`config.mk`:
```
export PLATFORM = sky130hd
export DESIGN_NAME = apu_shared_arbiter_flat
export DESIGN_NICKNAME = d
export VERILOG_FILES = /design/src/rtl/apu_shared_arbiter_pkg.sv /design/src/rtl/apu_shared_arbiter_if.sv /design/src/rtl/apu_arb_tag_fifo.sv /design/src/rtl/apu_shared_arbiter.sv /design/src/flat_wrapper.sv
export SDC_FILE = /design/constraint.sdc
export NUM_CORES = 1
export LEC_CHECK = 0
export CORE_AREA = 5 5 158 160
export CTS_CLUSTER_DIAMETER = 30
export DETAILED_ROUTE_END_ITERATION = 10
export DIE_AREA = 0 0 163 165
export PLACE_DENSITY = 0.48
export RECOVER_POWER = 100
export SYNTH_ARGS = -nofsm -noshare
export SYNTH_HDL_FRONTEND = slang
export SYNTH_SLANG_ARGS = --single-unit
export TNS_END_PERCENT = 10
```
`constraint.sdc`:
```
create_clock -name clk_i -period 3.7 [get_ports clk_i]
set_clock_uncertainty 0.15 [all_clocks]
set_input_delay 0.925 -clock clk_i [delete_from_list [all_inputs] [get_ports clk_i]]
set_output_delay 0.925 -clock clk_i [all_outputs]
set_load 0.01 [all_outputs]
```
`src/rtl/apu_shared_arbiter_pkg.sv`:
```
// ---------------------------------------------------------------------------
// apu_shared_arbiter_pkg
//   Shared constants, types and helpers for the shared-APU arbiter slice.
//   APU_ARB_MAX_MASTERS : largest supported number of requesting cores
//   APU_ARB_IDX_W       : master-index width for the default configuration
//   arb_state_e         : selection lock state (open / locked on a master)
//   arb_idx_w()         : master-index width for any NUM_MASTERS (min 1 bit)
// ---------------------------------------------------------------------------
package apu_shared_arbiter_pkg;

  localparam int unsigned APU_ARB_MAX_MASTERS = 8;
  localparam int unsigned APU_ARB_DEF_MASTERS = 2;
  localparam int unsigned APU_ARB_IDX_W       = $clog2(APU_ARB_DEF_MASTERS);

  typedef enum logic {
    ARB_OPEN   = 1'b0,
    ARB_LOCKED = 1'b1
  } arb_state_e;

  function automatic int unsigned arb_idx_w(input int unsigned n);
    return (n > 1) ? $clog2(n) : 1;
  endfunction

endpackage

```
`src/rtl/apu_shared_arbiter_if.sv`:
```
// ---------------------------------------------------------------------------
// apu_shared_arbiter_if
//   Bundles the core-side dispatcher signals and the shared-APU port.
//   Core side : m_req_i, m_payload_i, m_gnt_o, m_ready_i, m_valid_o, m_result_o
//   APU side  : apu_req_o, apu_payload_o, apu_gnt_i, apu_valid_i,
//               apu_result_i, apu_ready_o
//   Modports:
//     slave  - the arbiter view (drives the *_o signals)
//     master - the environment view (cores + APU, drives the *_i signals)
// ---------------------------------------------------------------------------
interface apu_shared_arbiter_if #(
  parameter int unsigned NUM_MASTERS = 2,
  parameter int unsigned REQ_W       = 108,
  parameter int unsigned RESP_W      = 37
);

  logic [NUM_MASTERS-1:0]       m_req_i;
  logic [NUM_MASTERS*REQ_W-1:0] m_payload_i;
  logic [NUM_MASTERS-1:0]       m_gnt_o;
  logic [NUM_MASTERS-1:0]       m_ready_i;
  logic [NUM_MASTERS-1:0]       m_valid_o;
  logic [RESP_W-1:0]            m_result_o;
  logic                         apu_req_o;
  logic [REQ_W-1:0]             apu_payload_o;
  logic                         apu_gnt_i;
  logic                         apu_valid_i;
  logic [RESP_W-1:0]            apu_result_i;
  logic                         apu_ready_o;

  modport slave (
    input  m_req_i, m_payload_i, m_ready_i, apu_gnt_i, apu_valid_i, apu_result_i,
    output m_gnt_o, m_valid_o, m_result_o, apu_req_o, apu_payload_o, apu_ready_o
  );

  modport master (
    output m_req_i, m_payload_i, m_ready_i, apu_gnt_i, apu_valid_i, apu_result_i,
    input  m_gnt_o, m_valid_o, m_result_o, apu_req_o, apu_payload_o, apu_ready_o
  );

endinterface

```
`src/rtl/apu_arb_tag_fifo.sv`:
```
// ---------------------------------------------------------------------------
// apu_arb_tag_fifo
//   In-order owner-tag FIFO: one entry per accepted, not-yet-returned APU op.
//   clk_i, rst_ni : clock, async active-low reset (empties the FIFO)
//   push_i/data_i : enqueue an owner index (ignored when full)
//   pop_i         : dequeue the head (ignored when empty)
//   head_o        : owner of the oldest outstanding op
//   full_o/empty_o/count_o : occupancy
//   DEPTH must be a power of two so pointers wrap by natural overflow.
// ---------------------------------------------------------------------------
module apu_arb_tag_fifo #(
  parameter int unsigned W     = 1,
  parameter int unsigned DEPTH = 4,
  localparam int unsigned PTR_W = (DEPTH > 1) ? $clog2(DEPTH) : 1,
  localparam int unsigned CNT_W = $clog2(DEPTH + 1)
) (
  input  logic             clk_i,
  input  logic             rst_ni,
  input  logic             push_i,
  input  logic [W-1:0]     data_i,
  input  logic             pop_i,
  output logic [W-1:0]     head_o,
  output logic             full_o,
  output logic             empty_o,
  output logic [CNT_W-1:0] count_o
);

  logic [W-1:0]     mem_q [DEPTH];
  logic [PTR_W-1:0] wr_ptr_q, wr_ptr_d;
  logic [PTR_W-1:0] rd_ptr_q, rd_ptr_d;
  logic [CNT_W-1:0] count_q, count_d;
  logic             do_push, do_pop;

  assign full_o  = (count_q == CNT_W'(DEPTH));
  assign empty_o = (count_q == '0);
  assign count_o = count_q;
  assign head_o  = mem_q[rd_ptr_q];

  always_comb begin
    do_push  = push_i & ~full_o;
    do_pop   = pop_i & ~empty_o;
    wr_ptr_d = do_push ? wr_ptr_q + PTR_W'(1) : wr_ptr_q;
    rd_ptr_d = do_pop  ? rd_ptr_q + PTR_W'(1) : rd_ptr_q;
    count_d  = count_q + CNT_W'(do_push) - CNT_W'(do_pop);
  end

  always_ff @(posedge clk_i or negedge rst_ni) begin
    if (!rst_ni) begin
      wr_ptr_q <= '0;
      rd_ptr_q <= '0;
      count_q  <= '0;
    end else begin
      wr_ptr_q <= wr_ptr_d;
      rd_ptr_q <= rd_ptr_d;
      count_q  <= count_d;
    end
  end

  // Storage needs no reset: an entry is only read after it has been written.
  always_ff @(posedge clk_i) begin
    if (do_push) mem_q[wr_ptr_q] <= data_i;
  end

endmodule

```
`src/rtl/apu_shared_arbiter.sv`:
```
// ---------------------------------------------------------------------------
// apu_shared_arbiter
//   Shares one APU between NUM_MASTERS core dispatchers: round-robin request
//   arbitration, in-order owner tracking of outstanding ops, and routing of
//   each APU response back to the issuing master.
//   clk_i  : clock
//   rst_ni : async active-low reset (drops all outstanding tags)
//   bus    : core-side and APU-side handshake signals (slave modport)
//   busy_o : at least one op outstanding
//   err_o  : sticky, a response arrived with nothing outstanding
//
//   Lock state | meaning
//   -----------+----------------------------------------------------------
//   ARB_OPEN   | winner chosen round-robin from rr_ptr each cycle
//   ARB_LOCKED | request offered but not yet granted; winner pinned to
//              | lock_idx so the APU payload cannot change mid-handshake
// ---------------------------------------------------------------------------
module apu_shared_arbiter
  import apu_shared_arbiter_pkg::*;
#(
  parameter int unsigned NUM_MASTERS = 2,
  parameter int unsigned MAX_OUTST   = 4,
  parameter int unsigned REQ_W       = 108,
  parameter int unsigned RESP_W      = 37
) (
  input  logic                 clk_i,
  input  logic                 rst_ni,
  apu_shared_arbiter_if.slave  bus,
  output logic                 busy_o,
  output logic                 err_o
);

  localparam int unsigned IDX_W = arb_idx_w(NUM_MASTERS);
  localparam int unsigned CNT_W = $clog2(MAX_OUTST + 1);

  arb_state_e       state_q, state_d;
  logic [IDX_W-1:0] lock_idx_q, lock_idx_d;
  logic [IDX_W-1:0] rr_ptr_q, rr_ptr_d;
  logic             err_q, err_d;

  logic [IDX_W-1:0] winner;
  logic [IDX_W-1:0] cand;
  logic             found;
  logic             apu_req;
  logic             accept;
  logic             bypass;
  logic             push;
  logic             pop;
  logic [IDX_W-1:0] owner;
  logic             owner_vld;
  logic             apu_ready;

  logic [IDX_W-1:0] fifo_head;
  logic             fifo_full;
  logic             fifo_empty;
  logic [CNT_W-1:0] fifo_count;

  logic [REQ_W-1:0] payload [NUM_MASTERS];

  always_comb begin
    for (int i = 0; i < NUM_MASTERS; i++) begin
      payload[i] = bus.m_payload_i[i*REQ_W +: REQ_W];
    end
  end

  // Winner selection: pinned while locked, otherwise first requester at or
  // after rr_ptr (wrapping). With no requester the winner is irrelevant.
  always_comb begin
    winner = rr_ptr_q;
    found  = 1'b0;
    cand   = '0;
    if (state_q == ARB_LOCKED) begin
      winner = lock_idx_q;
    end else begin
      for (int k = 0; k < NUM_MASTERS; k++) begin
        cand = IDX_W'((int'(rr_ptr_q) + k) % NUM_MASTERS);
        if (!found && bus.m_req_i[cand]) begin
          winner = cand;
          found  = 1'b1;
        end
      end
    end
  end

  always_comb begin
    // A full FIFO blocks requests even if a pop happens this cycle, keeping
    // apu_valid_i off the combinational path to apu_req_o.
    apu_req = bus.m_req_i[winner] & ~fifo_full;
    accept  = apu_req & bus.apu_gnt_i;
    // Single-cycle op: response arrives with the accept while nothing is
    // outstanding, so it is routed directly and never enters the FIFO.
    bypass    = accept & fifo_empty & bus.apu_valid_i;
    push      = accept & ~bypass;
    owner_vld = ~fifo_empty | bypass;
    owner     = fifo_empty ? winner : fifo_head;
    apu_ready = owner_vld ? bus.m_ready_i[owner] : 1'b1;
    pop       = bus.apu_valid_i & apu_ready & ~fifo_empty;

    bus.apu_req_o     = apu_req;
    bus.apu_payload_o = payload[winner];
    bus.apu_ready_o   = apu_ready;
    bus.m_result_o    = bus.apu_result_i;

    bus.m_gnt_o         = '0;
    bus.m_gnt_o[winner] = accept;

    bus.m_valid_o = '0;
    if (owner_vld) bus.m_valid_o[owner] = bus.apu_valid_i;
  end

  always_comb begin
    state_d    = state_q;
    lock_idx_d = lock_idx_q;
    rr_ptr_d   = rr_ptr_q;
    err_d      = err_q | (bus.apu_valid_i & fifo_empty & ~accept);

    if (accept) begin
      rr_ptr_d = (winner == IDX_W'(NUM_MASTERS - 1)) ? '0 : winner + IDX_W'(1);
    end

    unique case (state_q)
      ARB_OPEN: begin
        if (apu_req && !bus.apu_gnt_i) begin
          state_d    = ARB_LOCKED;
          lock_idx_d = winner;
        end
      end
      ARB_LOCKED: begin
        if (accept) state_d = ARB_OPEN;
      end
      default: state_d = ARB_OPEN;
    endcase
  end

  always_ff @(posedge clk_i or negedge rst_ni) begin
    if (!rst_ni) begin
      state_q    <= ARB_OPEN;
      lock_idx_q <= '0;
      rr_ptr_q   <= '0;
      err_q      <= 1'b0;
    end else begin
      state_q    <= state_d;
      lock_idx_q <= lock_idx_d;
      rr_ptr_q   <= rr_ptr_d;
      err_q      <= err_d;
    end
  end

  apu_arb_tag_fifo #(
    .W     (IDX_W),
    .DEPTH (MAX_OUTST)
  ) u_tag_fifo (
    .clk_i   (clk_i),
    .rst_ni  (rst_ni),
    .push_i  (push),
    .data_i  (winner),
    .pop_i   (pop),
    .head_o  (fifo_head),
    .full_o  (fifo_full),
    .empty_o (fifo_empty),
    .count_o (fifo_count)
  );

  assign busy_o = (fifo_count != '0);
  assign err_o  = err_q;

endmodule
```
`src/flat_wrapper.sv`:
```
// flat-port wrapper written by rule: the top's interface ports become plain ports
module apu_shared_arbiter_flat import apu_shared_arbiter_pkg::*;
#(
  parameter int unsigned NUM_MASTERS = 2,
  parameter int unsigned MAX_OUTST   = 4,
  parameter int unsigned REQ_W       = 108,
  parameter int unsigned RESP_W      = 37
)
  (clk_i, rst_ni, busy_o, err_o, bus_m_req_i, bus_m_payload_i, bus_m_ready_i, bus_apu_gnt_i, bus_apu_valid_i, bus_apu_result_i, bus_m_gnt_o, bus_m_valid_o, bus_m_result_o, bus_apu_req_o, bus_apu_payload_o, bus_apu_ready_o);
  apu_shared_arbiter_if #(.NUM_MASTERS(NUM_MASTERS), .REQ_W(REQ_W), .RESP_W(RESP_W)) bus_i ();
  input  logic clk_i;
  input  logic rst_ni;
  output logic busy_o;
  output logic err_o;
  input wire logic [$bits(bus_i.m_req_i)-1:0] bus_m_req_i;
  input wire logic [$bits(bus_i.m_payload_i)-1:0] bus_m_payload_i;
  input wire logic [$bits(bus_i.m_ready_i)-1:0] bus_m_ready_i;
  input wire logic [$bits(bus_i.apu_gnt_i)-1:0] bus_apu_gnt_i;
  input wire logic [$bits(bus_i.apu_valid_i)-1:0] bus_apu_valid_i;
  input wire logic [$bits(bus_i.apu_result_i)-1:0] bus_apu_result_i;
  output wire logic [$bits(bus_i.m_gnt_o)-1:0] bus_m_gnt_o;
  output wire logic [$bits(bus_i.m_valid_o)-1:0] bus_m_valid_o;
  output wire logic [$bits(bus_i.m_result_o)-1:0] bus_m_result_o;
  output wire logic [$bits(bus_i.apu_req_o)-1:0] bus_apu_req_o;
  output wire logic [$bits(bus_i.apu_payload_o)-1:0] bus_apu_payload_o;
  output wire logic [$bits(bus_i.apu_ready_o)-1:0] bus_apu_ready_o;
  assign bus_i.m_req_i = bus_m_req_i;
  assign bus_i.m_payload_i = bus_m_payload_i;
  assign bus_i.m_ready_i = bus_m_ready_i;
  assign bus_i.apu_gnt_i = bus_apu_gnt_i;
  assign bus_i.apu_valid_i = bus_apu_valid_i;
  assign bus_i.apu_result_i = bus_apu_result_i;
  assign bus_m_gnt_o = bus_i.m_gnt_o;
  assign bus_m_valid_o = bus_i.m_valid_o;
  assign bus_m_result_o = bus_i.m_result_o;
  assign bus_apu_req_o = bus_i.apu_req_o;
  assign bus_apu_payload_o = bus_i.apu_payload_o;
  assign bus_apu_ready_o = bus_i.apu_ready_o;
  apu_shared_arbiter #(.NUM_MASTERS(NUM_MASTERS), .MAX_OUTST(MAX_OUTST), .REQ_W(REQ_W), .RESP_W(RESP_W)) u_core (.clk_i(clk_i), .rst_ni(rst_ni), .bus(bus_i), .busy_o(busy_o), .err_o(err_o));
endmodule
```
Yosys cells after proc, flatten, opt, wreduce, memory -nomap -nowiden. Memories as Yosys holds them, arrays and structs flattened. Cells that the tools add are included.

Memory bits (writable): 4. Output and inout port bits: 153. Bits in registers: 11. Memories kept: 1. Logic and storage cells: 80. Input port bits: 261.

Memory list: u_core.u_tag_fifo.mem_q (depth 4, width 1, read ports 1, clocked after memory_dff 0, wr ports 1, line apu_arb_tag_fifo.sv:28) `logic [W-1:0] mem_q [DEPTH];`.

Mux-type cells: 28. Reduce and logical (&&, ||, !) cells: 9. Add/subtract/negate cells: 6. Bitwise operators: 21. Magnitude comparators: 7. Eq/ne operators: 1.

Operators with widths (number): $mux 108 (3); $mux 1 (21); $and 1x1->1 (11); $lt 1x2->1 const B (4); $not 1->1 (5); $add 2x1->2 const B (2); $and 2x2->2 (2); $logic_and 1x1->1 (4); $add 3x1->3 (1); $eq 3x3->1 const B (1); $logic_not 3->1 (1); $reduce_bool 3->1 (1); $sub 3x1->3 (1); $add 1x1->1 const B (2); $demux 1 s1 (2); $ge 1x1->1 const B (2); $ge 2x2->1 const B (1); $logic_not 1->1 (2); $mux 2 (1); $not 1->2 (1); $or 1x1->1 (2); $pmux 1 s2 (1); $reduce_and 2->1 (1).

Depth between registers and ports, before layout. Gate-level depths: netlist of run 1.

Word-level depth: 20. Gate-level depth with buffers: 12. Mapped depth without buffers: 11.

Hierarchy. From an unflattened synthesis of run 1, not the netlist that was laid out.

Cells, all modules: 245. Area total of the unflattened synthesis: 2602.5 µm².

By module, submodules not included: apu_shared_arbiter (cells each 199, seq. area each 100.1 µm², times used 1, area each 1990.7 µm²); apu_arb_tag_fifo (cells each 46, seq. area each 295.3 µm², times used 1, area each 611.8 µm²).

Least setup slack after synthesis of run 1. No wires, ideal clock.

Path kind: input -> output. Start: in bus_m_req_i[0]. End: out bus_apu_payload_o[0]. Data required time: 2.625 ns. Path buffers: 2. Data arrival time: 2.102 ns. Slack: 0.523 ns. Stages on the path: 6. Path through: inv_1 -> maj3_2 -> mux2i_4 -> buf_6 -> buf_6 -> mux2_2.

Word-level cells in the longest chain between the ends: 12. Elaborated cells on any way between the ends: 14. Classes of those cells: mux: 11; bitwise: 1; reduce/logical: 2.

RTL lines: start: declaration (line flat_wrapper.sv:15) `input wire logic [$bits(bus_i.m_req_i)-1:0] bus_m_req_i;`; $mux 1 (not written as such) (2 in series) (line apu_shared_arbiter.sv:77) `if (!found && bus.m_req_i[cand]) begin`; $mux 1 (line apu_shared_arbiter.sv:77); $mux 1 (line apu_shared_arbiter.sv:72) `if (state_q == ARB_LOCKED) begin`; $logic_not 1->1 (line apu_shared_arbiter.sv:77); $logic_and 1x1->1 (*) (line apu_shared_arbiter.sv:77); $mux 1 (*) (line apu_shared_arbiter.sv:77); $mux 1 (*) (line apu_shared_arbiter.sv:72); $not 1->2 (not written as such) (*) (line apu_shared_arbiter.sv:100) `bus.apu_payload_o = payload[winner];`; $mux 108 (not written as such) (*) (3 in series) (line apu_shared_arbiter.sv:100); end: declaration (line flat_wrapper.sv:25) `output wire logic [$bits(bus_i.apu_payload_o)-1:0] bus_apu_payload_o;`.

Every way passes the cells marked *; elsewhere a longest branch is shown, timed or not. The select of a mux whose other input is x is not followed.

Final worst setup path of run 1.
Start: in bus_m_req_i[1]. End: out bus_apu_payload_o[53].

The elaborated chain is that of the path after synthesis.

==> metrics.txt, run 1 <==
post-synth top area cell mux2_2; Max-Cap Viols 0; Slew Limit Fails 0; GPL Wtd Cong 0.870; Core Region 23,300 um2; Area growth syn-to-layout 150%; DR iter-0 viols 63; Logic pwr share 86.8%; Pleak 2.63 nW; dpl ws -0.650 ns; area share of the largest cell type after synthesis 48.9%; synth top area cells mux2_2 49%, buf_4 11%, dfrtp_1 11%; reg-to-reg endpoint u_core.u_tag_fifo.count_o[2]; Hold Path End u_core.err_o; top-count cell post-synth mux2_2; number of enable flip-flop cells after synthesis 4; Synth cell types 35; largest net degree at the start of global routing 15; share of cells above drive strength 1 47.7%; met3 WL 1.68 mm; internal power 2.52 mW; WL final 18.7 mm; Setup crit start kind input port; first-pass GRT wire length 24.7 mm; CP most frequent cell buf_12; TritonRoute pass-1 iters 4; drt wl/cell 20.8 um; actual slew at the worst max-slew pin 0.550 ns; failing checks setup timing; Primary FF master, synth dfrtp_1; die width 163 um; Syn Nets 505; RSZ-0062 raised after global routing yes; CTS tree built; worst-path fanout max 7; asr flop ratio synth 73.3%; worst hold stages 1; All-Layer GR Usage 12.3%; Initial Util 10.7%; HP Class flip-flop to flip-flop; pwr dens 659 nW/um2; Final Cycle Share 101%; Fmax 268 MHz; port buffer count 339; biggest cell delay along the critical path 0.34 ns; Yosys Warn Count 0; TritonCTS buffer count 3; DP Wirelength 16.3 mm; Die Footprint 26,900 um2; fin crit period 3.73 ns; die height 165 um; initial antenna violation count 3; Post-Synthesis Cell Area 2490 um2; r2r setup slk 0.89 ns; worst vdd ir 270 uV; Clock Sinks 15; Flop pwr share 8.0%; most frequent cells after synthesis 108 x mux2_2, 37 x buf_4, 11 x dfrtp_1; Final Hold Vio Count 0; Sw Ratio 38.3%; Worst Setup Path Type input port to output port; clock power share 5.1%; Clock Path Buffers 2; grt total ovfl 0; normalized max-slew margin 63.2%; Syn Inst Count 237; via count 3,197; clk_lat worst skew 0.24 ns; sw power 1.57 mW; Worst setup EP type output port; IO Count 414; Remaining DRCs 0; Worst Path Arrival 2.65 ns; final setup margin -0.0290 ns; met2 WL post-DR 9.74 mm; reg2reg start u_core.u_tag_fifo.count_o[1]; vias in the first global route 3,595; Rows 56; Worst Reg2Reg Path Length in Cells 11; Root Buffer clkbuf_16; HP Start u_core.err_o; Antenna Nets Post-Route 0; Final setup viols 14; crit path cell chain dlygate4sd2_1 > maj3_2 > mux2i_4 > buf_12 > buf_12 > bufbuf_16 > mux2_2 > buf_6; sequential area share after synthesis 15.9%; Metal-1 WL 7.05 mm; status finished with violations; Reg clk slew, reported paths 0.05 ns; Fin Setup TNS -0.285 ns; final net count 843; fin util 26.7%; vias per cell 3.57; H-Tree Depth 1; Slowest-stage cell, CP mux2_2; Synth Area per Inst 10.5 um2; DR top layer met5; register bit count reported by yosys 15; worst path required time 2.62 ns
-- repair_timing --
item	CTS	global route
hold buffers	0	0
setup endpoints to repair	114	67
gates cloned	4	0
setup buffers	8	1
pin swaps	0	1
gates resized for setup	465	34
-- cell families (layout without fill, tap and decap cells) --
group | count (synthesis) | after routing | share of synthesized area [%]
fa+ha+maj | 8 | 8 | 4.28
mux | 114 | 114 | 52.3
xor+xnor | 4 | 4 | 1.41
flops | 15 | 15 | 15.9
simple gates | 21 | 21 | 4.23
buf+inv | 59 | 396 | 17.4
compound gates | 16 | 16 | 4.53
other cells | 0 | 2 | 0
-- through the flow --
step / hold slack (ns) / power (mW) / cell area (um2) / std cells
floorplan: 0.305 / 1.97 / 2490 / 237
global placement: 0.330 / 3.62 / 6160 / 876
detailed placement: 0.337 / 3.66 / 6160 / 876
CTS: 0.348 / 4.10 / 6180 / 892
global route: 0.365 / 4.35 / 6210 / 895
finish: 0.325 / 4.09 / 6210 / 895
-- per-layer routing --
layer | track usage [%] | up-vias
met3 | 3.87 | 10
met2 | 22.7 | 204
met4 | 1.60 | 2
li1 | - | 1484
met5 | 0 | -
met1 | 14.3 | 1497
-- worst max-delay path, delay by kind of cell --
kind / cells / cell delay (ns)
buffers and inverters: 5 / 0.90
muxes: 2 / 0.51
adders and majority gates: 1 / 0.31
-- cell usage in the layout, fill, tap and decap left out, types with 3 or more instances in the layout --
master	count
clkbuf_2	4
mux2i_1	4
dfrtp_1	11
buf_8	3
nand2_1	5
edfxtp_1	4
nor2_1	4
dlygate4sd3_1	4
clkdlybuf4s50_1	220
xnor2_1	3
buf_12	7
ha_1	6
and2_1	5
mux2_4	18
buf_6	31
clkbuf_16	3
mux2_2	90
o21ai_0	3
buf_4	21
buf_2	80
inv_1	8
-- worst max path at each step --
stage          slack, ns  cells after the start                    end           start
2_1_floorplan       0.52                      6   bus_apu_payload_o[0]  bus_m_req_i[0]
3_3_place_gp       -0.63                      8  bus_apu_payload_o[10]  bus_m_req_i[0]
3_5_place_dp       -0.65                      8   bus_apu_payload_o[7]  bus_m_req_i[0]
4_1_cts            -0.08                      8  bus_apu_payload_o[34]  bus_m_req_i[1]
5_1_grt            -0.09                      9   bus_apu_payload_o[2]  bus_m_req_i[1]
6_report           -0.03                      8  bus_apu_payload_o[53]  bus_m_req_i[1]
-- final cells by class --
type                    instances  area (um2)
clock inverters                 1        5.00
fillers                      2521       17100
multi-input cells             163        1750
inverters                       9        33.8
diodes                          2        5.00
flip-flops and latches         15         395
clock buffers                   3        75.1
repair buffers                383        3550
well taps                     319         399
-- flip-flops by register name (all words and copies together), names as in the netlist, named ones only --
name and cells:
u_core.err_o 1, u_core.lock_idx_q 1, u_core.rr_ptr_q 1, u_core.u_tag_fifo.count_o 3, u_core.u_tag_fifo.mem_q 4, u_core.u_tag_fifo.rd_ptr_q 2, u_core.u_tag_fifo.wr_ptr_q 2
-- power by group through the flow --
| stage | sequential [mW] | clock [mW] | combinational (mW) |
|---|---|---|---|
| floorplan | 0.312 | 0 | 1.66 |
| global placement | 0.324 | 0 | 3.29 |
| detailed placement | 0.333 | 0 | 3.33 |
| CTS | 0.330 | 0.215 | 3.56 |
| global route | 0.338 | 0.221 | 3.79 |
| finish | 0.328 | 0.211 | 3.55 |
Power figures use the tool's default switching activity.
==> run 2: changes to the inputs <==
- ABC_CLOCK_PERIOD_IN_PS: default -> 3700
==> results of run 2 <==
Final layout, timing and power as in run 1 (identical DEF).
==> run 3: changes to the inputs <==
- CAP_MARGIN: default -> 5
==> results of run 3 <==
Final layout, timing and power as in run 1 (identical DEF).
